### config.mk
export PLATFORM = sky130hd
export DESIGN_NAME = if_fetch
export DESIGN_NICKNAME = d
export VERILOG_FILES = /design/src/rtl/if_fetch_pkg.sv /design/src/rtl/if_icache.sv /design/src/rtl/if_fetch.sv
export SDC_FILE = /design/constraint.sdc
export NUM_CORES = 1
export LEC_CHECK = 0
export CORE_MARGIN = 2
export CORE_UTILIZATION = 48
export CTS_BUF_LIST = sky130_fd_sc_hd__clkbuf_8
export DETAILED_ROUTE_END_ITERATION = 10
export PLACE_DENSITY = 0.91
export SYNTH_ARGS = -nofsm -noshare
export SYNTH_HDL_FRONTEND = slang
export SYNTH_HIERARCHICAL = 1
export SYNTH_SLANG_ARGS = --single-unit
### constraint.sdc
create_clock -name clk -period 5.15 [get_ports clk]
set_input_delay 0.7725 -clock clk [delete_from_list [all_inputs] [get_ports clk]]
set_output_delay 0.7725 -clock clk [all_outputs]
set_load 0.05 [all_outputs]
### src/rtl/if_fetch_pkg.sv
// +----------------------------------------------------------------------------+
// | if_fetch_pkg : shared types and helpers for the instruction-fetch stage     |
// | Rev 1.0                                                                     |
// +----------------------------------------------------------------------------+
`default_nettype none

package if_fetch_pkg;

    typedef enum logic [0:0] {
        S_READ = 1'b0,
        S_HOLD = 1'b1
    } fetch_state_e;

    localparam logic [1:0] LAST_BYTE = 2'd3;

    function automatic logic [31:0] word_align(input logic [31:0] pc);
        return pc & ~32'h0000_0003;
    endfunction

endpackage : if_fetch_pkg

`default_nettype wire

### src/rtl/if_icache.sv
// +----------------------------------------------------------------------------+
// | if_icache : direct-mapped one-word-per-line instruction cache               |
// | Rev 1.0                                                                     |
// +----------------------------------------------------------------------------+
`default_nettype none

module if_icache #(
    parameter int unsigned LINES = 64
) (
    input  logic        clk,
    input  logic        rst,
    input  logic [29:0] lookup_addr_i,
    output logic        hit_o,
    output logic [31:0] data_o,
    input  logic        wr_en_i,
    input  logic [29:0] wr_addr_i,
    input  logic [31:0] wr_data_i
);

    localparam int unsigned IDX_W = $clog2(LINES);
    localparam int unsigned TAG_W = 30 - IDX_W;

    logic [LINES-1:0] valid_q;
    logic [TAG_W-1:0] tag_q  [LINES];
    logic [31:0]      data_q [LINES];

    logic [IDX_W-1:0] w_rd_idx;
    logic [TAG_W-1:0] w_rd_tag;
    logic [IDX_W-1:0] w_wr_idx;

    // Addresses are word addresses, so index/tag start at bit 0.
    assign w_rd_idx = lookup_addr_i[IDX_W-1:0];
    assign w_rd_tag = lookup_addr_i[29:IDX_W];
    assign w_wr_idx = wr_addr_i[IDX_W-1:0];

    assign hit_o  = valid_q[w_rd_idx] && (tag_q[w_rd_idx] == w_rd_tag);
    assign data_o = data_q[w_rd_idx];

    always_ff @(posedge clk) begin
        if (rst) begin
            valid_q <= '0;
        end else if (wr_en_i) begin
            valid_q[w_wr_idx] <= 1'b1;
        end
    end

    always_ff @(posedge clk) begin
        if (wr_en_i) begin
            tag_q[w_wr_idx]  <= wr_addr_i[29:IDX_W];
            data_q[w_wr_idx] <= wr_data_i;
        end
    end

endmodule : if_icache

`default_nettype wire

### src/rtl/if_fetch.sv
// +----------------------------------------------------------------------------+
// | if_fetch : byte-serial instruction fetch with valid/ready output and        |
// |            EX redirect; optional icache enabled by defining IF_ICACHE_EN    |
// | Rev 1.0                                                                     |
// +----------------------------------------------------------------------------+
`default_nettype none

module if_fetch
    import if_fetch_pkg::*;
#(
    parameter logic [31:0] RESET_PC     = 32'h0000_0000,
    parameter int unsigned ICACHE_LINES = 64
) (
    input  logic        clk,
    input  logic        rst,
    output logic        mem_req_o,
    output logic [31:0] mem_addr_o,
    input  logic [7:0]  mem_rdata_i,
    input  logic        mem_gnt_i,
    input  logic        redirect_i,
    input  logic [31:0] redirect_pc_i,
    output logic [31:0] pc_o,
    output logic [31:0] inst_o,
    output logic        valid_o,
    input  logic        ready_i
);

    if (ICACHE_LINES < 2 || (ICACHE_LINES & (ICACHE_LINES - 1)) != 0) begin : g_bad_lines
        $error("if_fetch: ICACHE_LINES must be a power of two >= 2");
    end

    fetch_state_e state_q, state_d;
    logic [31:0]  fetch_pc_q, fetch_pc_d;
    logic [31:0]  inst_q, inst_d;
    logic [2:0]   k_q, k_d;
    logic         pend_q, pend_d;
    logic [1:0]   pend_idx_q, pend_idx_d;

    logic         w_hit;
    logic [31:0]  w_hit_data;
    logic         w_issue;

`ifdef IF_ICACHE_EN
    logic w_cache_hit;
    logic w_fill;

    // Only a line whose last byte lands without an abort is committed.
    assign w_fill = !rst && !redirect_i && (state_q == S_READ) && pend_q &&
                    (pend_idx_q == LAST_BYTE);

    if_icache #(
        .LINES(ICACHE_LINES)
    ) u_icache (
        .clk          (clk),
        .rst          (rst),
        .lookup_addr_i(fetch_pc_q[31:2]),
        .hit_o        (w_cache_hit),
        .data_o       (w_hit_data),
        .wr_en_i      (w_fill),
        .wr_addr_i    (fetch_pc_q[31:2]),
        .wr_data_i    ({mem_rdata_i, inst_q[23:0]})
    );

    assign w_hit = w_cache_hit && (state_q == S_READ) && (k_q == 3'd0);
`else
    assign w_hit      = 1'b0;
    assign w_hit_data = '0;
`endif

    // k_q[2] set means all four bytes have been issued for this word.
    assign w_issue    = !rst && !redirect_i && (state_q == S_READ) && !k_q[2] && !w_hit;
    assign mem_req_o  = w_issue;
    assign mem_addr_o = w_issue ? (fetch_pc_q + {30'd0, k_q[1:0]}) : 32'd0;

    assign pc_o    = fetch_pc_q;
    assign inst_o  = inst_q;
    assign valid_o = (state_q == S_HOLD);

    always_comb begin
        state_d    = state_q;
        fetch_pc_d = fetch_pc_q;
        inst_d     = inst_q;
        k_d        = k_q;
        pend_d     = 1'b0;
        pend_idx_d = pend_idx_q;

        if (redirect_i) begin
            // Dropping pend_d discards any byte still on its way back.
            state_d    = S_READ;
            fetch_pc_d = word_align(redirect_pc_i);
            k_d        = 3'd0;
        end else if (state_q == S_HOLD) begin
            if (ready_i) begin
                state_d    = S_READ;
                fetch_pc_d = fetch_pc_q + 32'd4;
                k_d        = 3'd0;
            end
        end else if (w_hit) begin
            inst_d  = w_hit_data;
            state_d = S_HOLD;
        end else begin
            if (pend_q) begin
                inst_d[{pend_idx_q, 3'b000} +: 8] = mem_rdata_i;
                if (pend_idx_q == LAST_BYTE) begin
                    state_d = S_HOLD;
                    k_d     = 3'd0;
                end
            end
            if (w_issue && mem_gnt_i) begin
                pend_d     = 1'b1;
                pend_idx_d = k_q[1:0];
                k_d        = k_q + 3'd1;
            end
        end
    end

    always_ff @(posedge clk) begin
        if (rst) begin
            state_q    <= S_READ;
            fetch_pc_q <= RESET_PC;
            inst_q     <= '0;
            k_q        <= '0;
            pend_q     <= 1'b0;
            pend_idx_q <= '0;
        end else begin
            state_q    <= state_d;
            fetch_pc_q <= fetch_pc_d;
            inst_q     <= inst_d;
            k_q        <= k_d;
            pend_q     <= pend_d;
            pend_idx_q <= pend_idx_d;
        end
    end

endmodule : if_fetch

`default_nettype wire

==> impl_metrics.csv, run 1 <==
group,metric,value,unit
cts,htree_levels,3,
grt,grt_usage,0.264,
pwr,vdd_ir_drop_max,0.000132,V
yosys,syn-cell-area,3560,µm²
pwr,clockPowerShare,0.375,
sta,rsz0062_at_grt,"false",
cts,cts_buffers,9,
grt,grt-ovfl-total,0,
cts,cts-resized-gates,0,
setup_path,worst_setup_path_start_kind,"input pin",
setup_path,crit_arrival,2.91,ns
pwr,pwr-share-seq,0.438,
sta,min_period,3.68,ns
pwr,power.density,255,nW/µm²
cells_and_area,drive_above_1_share,0.0463,
setup_path,cp_max_fo,23,
setup_path,required,4.38,ns
floorplanning,num_rows,31,
cts,clk_pin_slew_worst_paths,0.07,ns
cts,insertion_delay,0.35,ns
sta,period_share,0.715,
setup_path,reg2regPathDepth,5,
yosys,synth_flop_cell,"dfxtp_1",
pwr,p_leak,0.00175,µW
sta,fmax,272,MHz
detailed_routing,drc_errors,0,
sta,finalSetupViolations,0,
sta,timing.setup.tns,0,ns
cells_and_area,final_common_cell,"clkdlybuf4s50_1",
floorplanning,start_util,0.493,
detailed_routing,met2_length,5390,µm
yosys,synth_top_cell_area_share,0.388,
yosys,synthTopCellsByArea,"dfxtp_1, nand3_1, and2_1",
cts,ctsHoldBuffers,0,
detailed_routing,vias,3929,
yosys,yosysSeqAreaShare,0.388,
cts,cts_sinks,69,
detailed_routing,wire_per_inst,16.0,µm
grt,grt_pass1_wl,17700,µm
yosys,synth_area_leader_cell,"dfxtp_1",
flow_run,drv_cap,0,
sta,finClkSkew,0.00801,ns
cts,clock_path_buffers,2,
cts,cts_tree,"built",
place,io_buffers,138,
grt,grt_pass1_vias,3793,
cells_and_area,seq_area,1380,µm²
setup_path,critical_path_class,"input pin to primary output",
sta,tightest_slew,0.862,ns
hold_path,hp-start,"inst_o[19]",
yosys,synth-seq-cells,69,
cells_and_area,final_cell_mix,"clkdlybuf4s50_1, dfxtp_1, nand2_1",
detailed_routing,viasPerCell,5.76,
detailed_routing,finalWirelength,10900,µm
cells_and_area,multi_input_area,2030,µm²
hold_path,hold_path_class,"register to register",
floorplanning,die-height,90.1,µm
cts,post_cts_buffers,0,
grt,antenna_found_initial,0,
setup_path,r2r_setup_slack,2.88,ns
place,gp_congestion,0.858,
setup_path,reg2reg_to,"pc_o[18]",
floorplanning,core,7210,µm²
sta,drv_slew,0,
detailed_routing,met3WireLength,831,µm
yosys,synth_enable_flop_cells,0,
cells_and_area,nets,630,
sta,setup_slack,1.47,ns
hold_path,holdPathStages,2,
place,place_inst,666,
sta,relSlewSlack,0.424,
sta,hold_viol_final,0,
floorplanning,die-area,8120,µm²
pwr,total_power,1330,µW
pwr,switchingPower,395,µW
pwr,p_int,932,µW
detailed_routing,first_pass_iters,5,
cells_and_area,fillers,558,
grt,grt_max_degree,68,
detailed_routing,drtIter0Drc,201,
cells_and_area,stdcell_count,682,
setup_path,timing.rr.start,"pc_o[2]",
yosys,synth_cell_types,45,
status,run_status,"finished clean",
pwr,netSwitchingFraction,0.298,
place,dp_hpwl,7850,µm
cells_and_area,area_growth,46.3,%
cells_and_area,antenna_cells,0,
detailed_routing,met1_length,4410,µm
yosys,synthArstFlopShare,0,
setup_path,cp-end-kind,"primary output",
detailed_routing,highest-signal-layer,"met4",
cts,cts_root_buf,"clkbuf_8",
place,pre_cts_ws,1.46,ns
pwr,combinationalPowerShare,0.187,
yosys,synth_cells,453,
yosys,ys.warnings.count,6,
detailed_routing,drtAntennaViolNets,0,
floorplanning,die_w,90.1,µm
floorplanning,boundaryPins,143,
hold_path,min_to,"inst_o[19]",
yosys,avgSynthCellArea,7.86,µm²
[sequential cells by signal, summed over array words and instances, names as in the netlist]
name,flops
pend_q,1
pc_o,30
valid_o,1
k_q,3
pend_idx_q,2
inst_o,32
[per-stage QoR]
stage / utilization / cell area, µm² / hold WS, ns
after floorplan: - / 3560 / 0.465
after global placement: 0.691 / 4980 / 0.438
after detailed placement: 0.691 / 4980 / 0.445
after CTS: 0.722 / 5210 / 0.454
after global routing: 0.722 / 5210 / 0.473
final: 0.722 / 5210 / 0.452
[power by group through the flow]
stage | Sequential, µW | Clock, µW | Combinational (µW)
after detailed placement | 592 | 0 | 247
after global routing | 584 | 525 | 260
after floorplan | 647 | 0 | 86.2
final | 581 | 498 | 248
after CTS | 580 | 499 | 248
after global placement | 591 | 0 | 243
[worst max path at each step]
| stage | startpoint | to | slack (ns) | cells past startpoint |
|---|---|---|---|---|
| final | redirect_i | mem_addr_o[31] | 1.47 | 6 |
| after global routing | redirect_i | mem_addr_o[27] | 1.39 | 6 |
| after CTS | redirect_i | mem_addr_o[31] | 1.45 | 6 |
| after detailed placement | redirect_i | mem_addr_o[31] | 1.46 | 6 |
| after global placement | redirect_i | mem_addr_o[31] | 1.50 | 6 |
| after floorplan | redirect_i | mem_addr_o[22] | 1.94 | 3 |
[final cells by class]
class / count / area share
multi-input cells: 345 / 0.389
inverters: 10 / 0.00721
clock inverters: 6 / 0.0166
repair buffers: 143 / 0.271
clock buffers: 10 / 0.0264
well taps: 99 / 0.0238
flip-flops and latches: 69 / 0.265
[cell usage after synthesis, types with 7 or more instances]
| cell | instances |
|---|---|
| or4_1 | 10 |
| o21ai_0 | 12 |
| clkbuf_1 | 22 |
| a21oi_1 | 36 |
| nand2_1 | 56 |
| and2_1 | 36 |
| nand3_1 | 53 |
| nor2_1 | 25 |
| and4_1 | 7 |
| o31ai_1 | 7 |
| dfxtp_1 | 69 |
| a311oi_1 | 10 |
| and3_1 | 8 |
| nand4_1 | 12 |
| ha_1 | 7 |
| nor3_1 | 9 |
| a211oi_1 | 11 |
| inv_1 | 10 |
[metal layers]
layer	up-vias	global-route usage
met2	197	0.464
met5	-	0
met3	25	0.0536
met4	0	0.114
met1	1820	0.310
li1	1887	-
[cell families after synthesis]
group           synth area share
buf+inv                   0.0457
other cells              0.00105
simple gates               0.351
xor+xnor                  0.0246
flops                      0.388
compound gates             0.165
fa+ha+maj                 0.0246
[critical path, stage by stage]
cell and delay (ns):
clkdlybuf4s50_1 0.40, buf_4 0.22, nor4_4 0.29, buf_4 0.25
and2_1 0.14, clkdlybuf4s50_1 0.83
(Power assumes the default switching activity.)
==> run 2, diff against run 1 <==
--- a/config.mk
+++ b/config.mk
@@ -6,10 +6,10 @@
 export NUM_CORES = 1
 export LEC_CHECK = 0
 export CORE_MARGIN = 2
-export CORE_UTILIZATION = 48
+export CORE_UTILIZATION = 41
 export CTS_BUF_LIST = sky130_fd_sc_hd__clkbuf_8
 export DETAILED_ROUTE_END_ITERATION = 10
-export PLACE_DENSITY = 0.91
+export PLACE_DENSITY = 0.83
 export SYNTH_ARGS = -nofsm -noshare
 export SYNTH_HDL_FRONTEND = slang
 export SYNTH_HIERARCHICAL = 1
==> constraint.sdc (replaced) <==
create_clock -name clk -period 3.3 [get_ports clk]
set_input_delay 0.495 -clock clk [delete_from_list [all_inputs] [get_ports clk]]
set_output_delay 0.495 -clock clk [all_outputs]
set_load 0.05 [all_outputs]
==> run 2 against run 1 <==
  * Wire length is 3.6% higher
  * Critical path depth fell by 1
  * Sequential cell count did not move
  * Setup slack got worse by 0.80 ns
  * Die area grew 16%
  * Critical endpoint is now mem_addr_o[12]
==> impl_metrics.csv, run 2 (synthesis gave the netlist of run 1 again) <==
group,metric,value,unit
cts,insertion_delay,0.34,ns
cells_and_area,largest_reg_flops,32,
pwr,power.density,377,nW/µm²
setup_path,critical_path_class,"input pin to primary output",
pwr,total_power,2090,µW
pwr,vdd_ir_drop_max,0.000182,V
setup_path,worst_setup_path_start_kind,"input pin",
cts,cts_tree,"built",
setup_path,crit_arrival,2.14,ns
grt,grt_max_degree,68,
cells_and_area,final_util,0.669,
setup_path,reg2regPathDepth,5,
sta,period_share,0.799,
sta,timing.setup.tns,0,ns
grt,grt_pass1_wl,18400,µm
cts,clock_path_buffers,2,
grt,grt_usage,0.236,
setup_path,r2r_setup_slack,1.03,ns
cells_and_area,nets,631,
cts,clk_pin_slew_worst_paths,0.07,ns
cells_and_area,area_growth,56.0,%
setup_path,cp_max_fo,18,
cts,ctsHoldBuffers,0,
floorplanning,die-area,9440,µm²
detailed_routing,wire_per_inst,16.4,µm
floorplanning,die-height,97.2,µm
cells_and_area,drive_above_1_share,0.104,
grt,grt_pass1_vias,3880,
sta,drv_slew,0,
setup_path,reg2reg_to,"pc_o[18]",
cts,cts_root_buf,"clkbuf_8",
place,dp_hpwl,8310,µm
detailed_routing,drc_errors,0,
sta,relSlewSlack,0.347,
floorplanning,core,8300,µm²
place,io_buffers,138,
cts,cts_buffers,9,
sta,finalSetupViolations,0,
cells_and_area,fillers,635,
sta,finClkSkew,0.00678,ns
detailed_routing,drtAntennaViolNets,0,
detailed_routing,viasPerCell,5.80,
cts,htree_levels,3,
cells_and_area,antenna_cells,0,
detailed_routing,first_pass_iters,6,
cts,cts_sinks,69,
floorplanning,start_util,0.429,
detailed_routing,vias,3994,
setup_path,required,2.80,ns
sta,tightest_slew,0.978,ns
sta,rsz0062_at_grt,"false",
setup_path,crit_start,"redirect_i",
sta,hold_viol_final,0,
cells_and_area,final_common_cell,"clkdlybuf4s50_1",
hold_path,hold_path_class,"register to register",
setup_path,endpoint,"mem_addr_o[12]",
setup_path,cp-end-kind,"primary output",
detailed_routing,drtIter0Drc,216,
grt,antenna_found_initial,0,
cts,post_cts_buffers,0,
floorplanning,num_rows,33,
status,run_status,"finished clean",
flow_run,drv_cap,0,
sta,min_period,2.64,ns
floorplanning,boundaryPins,143,
cts,cts-resized-gates,0,
detailed_routing,finalWirelength,11300,µm
grt,grt-ovfl-total,0,
pwr,p_leak,0.00191,µW
floorplanning,die_w,97.2,µm
setup_path,timing.rr.start,"pc_o[2]",
place,gp_congestion,0.805,
cells_and_area,final_cell_mix,"clkdlybuf4s50_1, dfxtp_1, nand2_1",
sta,fmax,379,MHz
==> run 2: cell types whose count changed in the layout (fill, tap and decap cells not counted), sizes merged <==
cell / previous run / this run
buf: 6 / 40
clkdlybuf4s50: 137 / 104
==> run 2: routing by layer <==
layer | vias up | track usage | wire length [µm] | part of all wire
met1 | 1875 | 0.280 | 4430 | 0.39
met3 | 32 | 0.0576 | 970 | 0.086
li1 | 1892 | - | - | -
met4 | 0 | 0.109 | 306 | 0.027
met5 | - | 0 | 0 | 0
met2 | 195 | 0.402 | 5570 | 0.49
==> run 2: per-stage QoR <==
stage          cell area [µm²]  setup slack, ns  std cells  hold WS [ns]
2_1_floorplan             3560            0.533        454         0.465
3_3_place_gp              5330            0.645        673         0.438
3_5_place_dp              5330            0.641        673         0.449
4_1_cts                   5550            0.643        689         0.457
5_1_grt                   5550            0.562        689         0.478
6_report                  5550            0.663        689         0.456
==> run 2: final cells by class <==
type | instances | area, µm² | share of cell area
Sequential cell | 69 | 1380 | 0.249
Inverter | 10 | 37.5 | 0.00676
Clock inverter | 6 | 86.3 | 0.0155
Clock buffer | 10 | 138 | 0.0248
Multi-Input combinational cell | 345 | 2030 | 0.365
Tap cell | 105 | 131 | 0.0237
Timing Repair Buffer | 144 | 1750 | 0.315
==> run 2: critical path, cell delays in order <==
cell	delay, ns
clkdlybuf4s50_1	0.45
nor4_4	0.53
buf_4	0.31
and2_1	0.20
buf_12	0.15
==> run 2: where the power goes <==
group / total (µW) / leakage, µW / internal [µW] / switching, µW
logic: 419 / 0.00123 / 172 / 247
registers: 906 / 0.000564 / 862 / 44.9
clock network: 768 / 0.000112 / 445 / 323
total: 2090 / 0.00191 / 1480 / 615
==> run 2: how the worst min path moves through the flow <==
stage,from,to,slack (ns),cells past startpoint
floorplan,k_q[1],pend_idx_q[1],0.47,2
global placement,inst_o[9],inst_o[9],0.44,2
detailed placement,inst_o[30],inst_o[30],0.45,2
CTS,inst_o[30],inst_o[30],0.46,2
global route,inst_o[8],inst_o[8],0.48,2
finish,inst_o[24],inst_o[24],0.46,2
==> run 3, diff against run 2 <==
--- a/config.mk
+++ b/config.mk
@@ -6,10 +6,10 @@
 export NUM_CORES = 1
 export LEC_CHECK = 0
 export CORE_MARGIN = 2
-export CORE_UTILIZATION = 41
+export CORE_UTILIZATION = 45
 export CTS_BUF_LIST = sky130_fd_sc_hd__clkbuf_8
 export DETAILED_ROUTE_END_ITERATION = 10
-export PLACE_DENSITY = 0.83
+export PLACE_DENSITY = 0.86
 export SYNTH_ARGS = -nofsm -noshare
 export SYNTH_HDL_FRONTEND = slang
 export SYNTH_HIERARCHICAL = 1
==> constraint.sdc (replaced) <==
create_clock -name clk -period 2.6 [get_ports clk]
set_input_delay 0.39 -clock clk [delete_from_list [all_inputs] [get_ports clk]]
set_output_delay 0.39 -clock clk [all_outputs]
set_load 0.05 [all_outputs]
==> run 3 against run 2 <==
  * Worst hold slack improved by 0.0013 ns
  * First-iteration DRC count rose by 48%
  * Sequential share of layout area is 0.073 points higher
  * Setup slack lost 0.31 ns
  * Die area fell by 8.5%
  * Final area down 0.29%
  * Critical path depth fell by 4
  * Utilization rose by 5.1 points
  * Clock skew fell by 0.0031 ns
  * Cell count increased by 0.29%
  * Critical endpoint is now valid_o
  * Largest cell class unchanged
==> impl_metrics.csv, run 3 (synthesis gave the netlist of run 1 again) <==
group,metric,value,unit
hold_path,hold_path_class,"register to register",
setup_path,r2r_setup_slack,0.47,ns
cts,insertion_delay,0.34,ns
detailed_routing,wire_per_inst,16.7,µm
setup_path,endpoint,"valid_o",
setup_path,cp_slowest_cell,"clkdlybuf4s50_1",
detailed_routing,drtAntennaViolNets,0,
sta,min_period,2.24,ns
cells_and_area,antenna_cells,0,
detailed_routing,drtIter0Drc,320,
pwr,power.density,434,nW/µm²
detailed_routing,finalWirelength,11600,µm
setup_path,cp_top_family,"buffers and inverters",
detailed_routing,first_pass_iters,5,
grt,grt_max_degree,48,
sta,tightest_slew,0.765,ns
cts,cts_buffers,9,
setup_path,critical_path_class,"register to primary output",
setup_path,required,2.21,ns
floorplanning,die-area,8640,µm²
sta,hold_viol_final,0,
setup_path,cp-end-kind,"primary output",
setup_path,worst_setup_path_start_kind,"register",
grt,grt_pass1_wl,18500,µm
floorplanning,num_rows,32,
detailed_routing,viasPerCell,5.85,
cts,post_cts_buffers,0,
grt,grt_usage,0.266,
setup_path,cp_max_fo,11,
cells_and_area,area_growth,55.6,%
grt,antenna_found_initial,0,
setup_path,reg2regPathDepth,5,
place,io_buffers,138,
floorplanning,die_w,92.9,µm
setup_path,crit_start,"valid_o",
setup_path,timing.rr.start,"pc_o[3]",
setup_path,crit_arrival,1.85,ns
detailed_routing,drc_errors,0,
setup_path,cp.depth,1,
setup_path,cp.buffers_inverters,1,
cells_and_area,final_cell_mix,"clkdlybuf4s50_1, dfxtp_1, nand2_1",
sta,period_share,0.863,
cells_and_area,final_common_cell,"clkdlybuf4s50_1",
sta,timing.setup.tns,0,ns
grt,grt-ovfl-total,0,
status,run_status,"finished clean",
cts,ctsHoldBuffers,0,
floorplanning,boundaryPins,143,
floorplanning,die-height,92.9,µm
cells_and_area,nets,638,
pwr,vdd_ir_drop_max,0.000277,V
flow_run,drv_cap,0,
cts,cts_tree,"built",
cts,clk_pin_slew_worst_paths,0.07,ns
sta,relSlewSlack,0.486,
sta,fmax,446,MHz
detailed_routing,vias,4045,
pwr,p_leak,0.00192,µW
floorplanning,start_util,0.463,
setup_path,reg2reg_to,"pc_o[18]",
cts,cts-resized-gates,0,
cts,htree_levels,3,
cells_and_area,stdcell_count,691,
setup_path,cp_cell_sequence,"clkdlybuf4s50_1",
sta,rsz0062_at_grt,"false",
cells_and_area,drive_above_1_share,0.109,
place,dp_hpwl,8640,µm
place,gp_congestion,0.860,
cts,clock_path_buffers,2,
setup_path,slowest_delay,0.91,ns
cts,cts_sinks,69,
cts,cts_root_buf,"clkbuf_8",
sta,drv_slew,0,
floorplanning,core,7690,µm²
grt,grt_pass1_vias,3887,
sta,finalSetupViolations,0,
sta,finClkSkew,0.00364,ns
cells_and_area,largest_reg_flops,32,
place,place_inst,677,
run 3: metrics by stage:
step | cell area (µm²) | hold WS, ns | utilization | power (µW) | setup WS [ns]
after detailed placement | 5390 | 0.449 | 0.701 | 1710 | 0.183
after global routing | 5540 | 0.470 | 0.720 | 2480 | 0.289
after CTS | 5540 | 0.459 | 0.720 | 2400 | 0.348
after global placement | 5390 | 0.438 | 0.701 | 1700 | 0.278
after floorplan | 3560 | 0.465 | - | 1450 | 0.178
final | 5540 | 0.457 | 0.720 | 2400 | 0.357
run 3: final cells by class:
class	count	area, µm²
clock buffer	9	124
clock inverter	5	22.5
multi-input combinational	345	2030
fill	591	2150
timing repair buffer	151	1820
inverter	10	37.5
sequential	69	1380
tap	102	128
run 3: worst min path at each step:
stage	startpoint	end	slack [ns]	cells past startpoint
after floorplan	k_q[1]	pend_idx_q[1]	0.47	2
after detailed placement	inst_o[15]	inst_o[15]	0.45	2
after CTS	inst_o[15]	inst_o[15]	0.46	2
after global routing	inst_o[15]	inst_o[15]	0.47	2
final	inst_o[20]	inst_o[20]	0.46	2
after global placement	inst_o[21]	inst_o[21]	0.44	2
run 3: power by group:
part | switching, µW | internal [µW]
clock network | 386 | 323
registers | 56.3 | 1090
logic | 318 | 223
run 3: routing by layer:
metal	track usage	share of wire	routed length, µm
met2	0.479	0.51	5880
met4	0.0919	0.021	238
met3	0.0586	0.084	971
met5	0	0	0
met1	0.310	0.39	4460
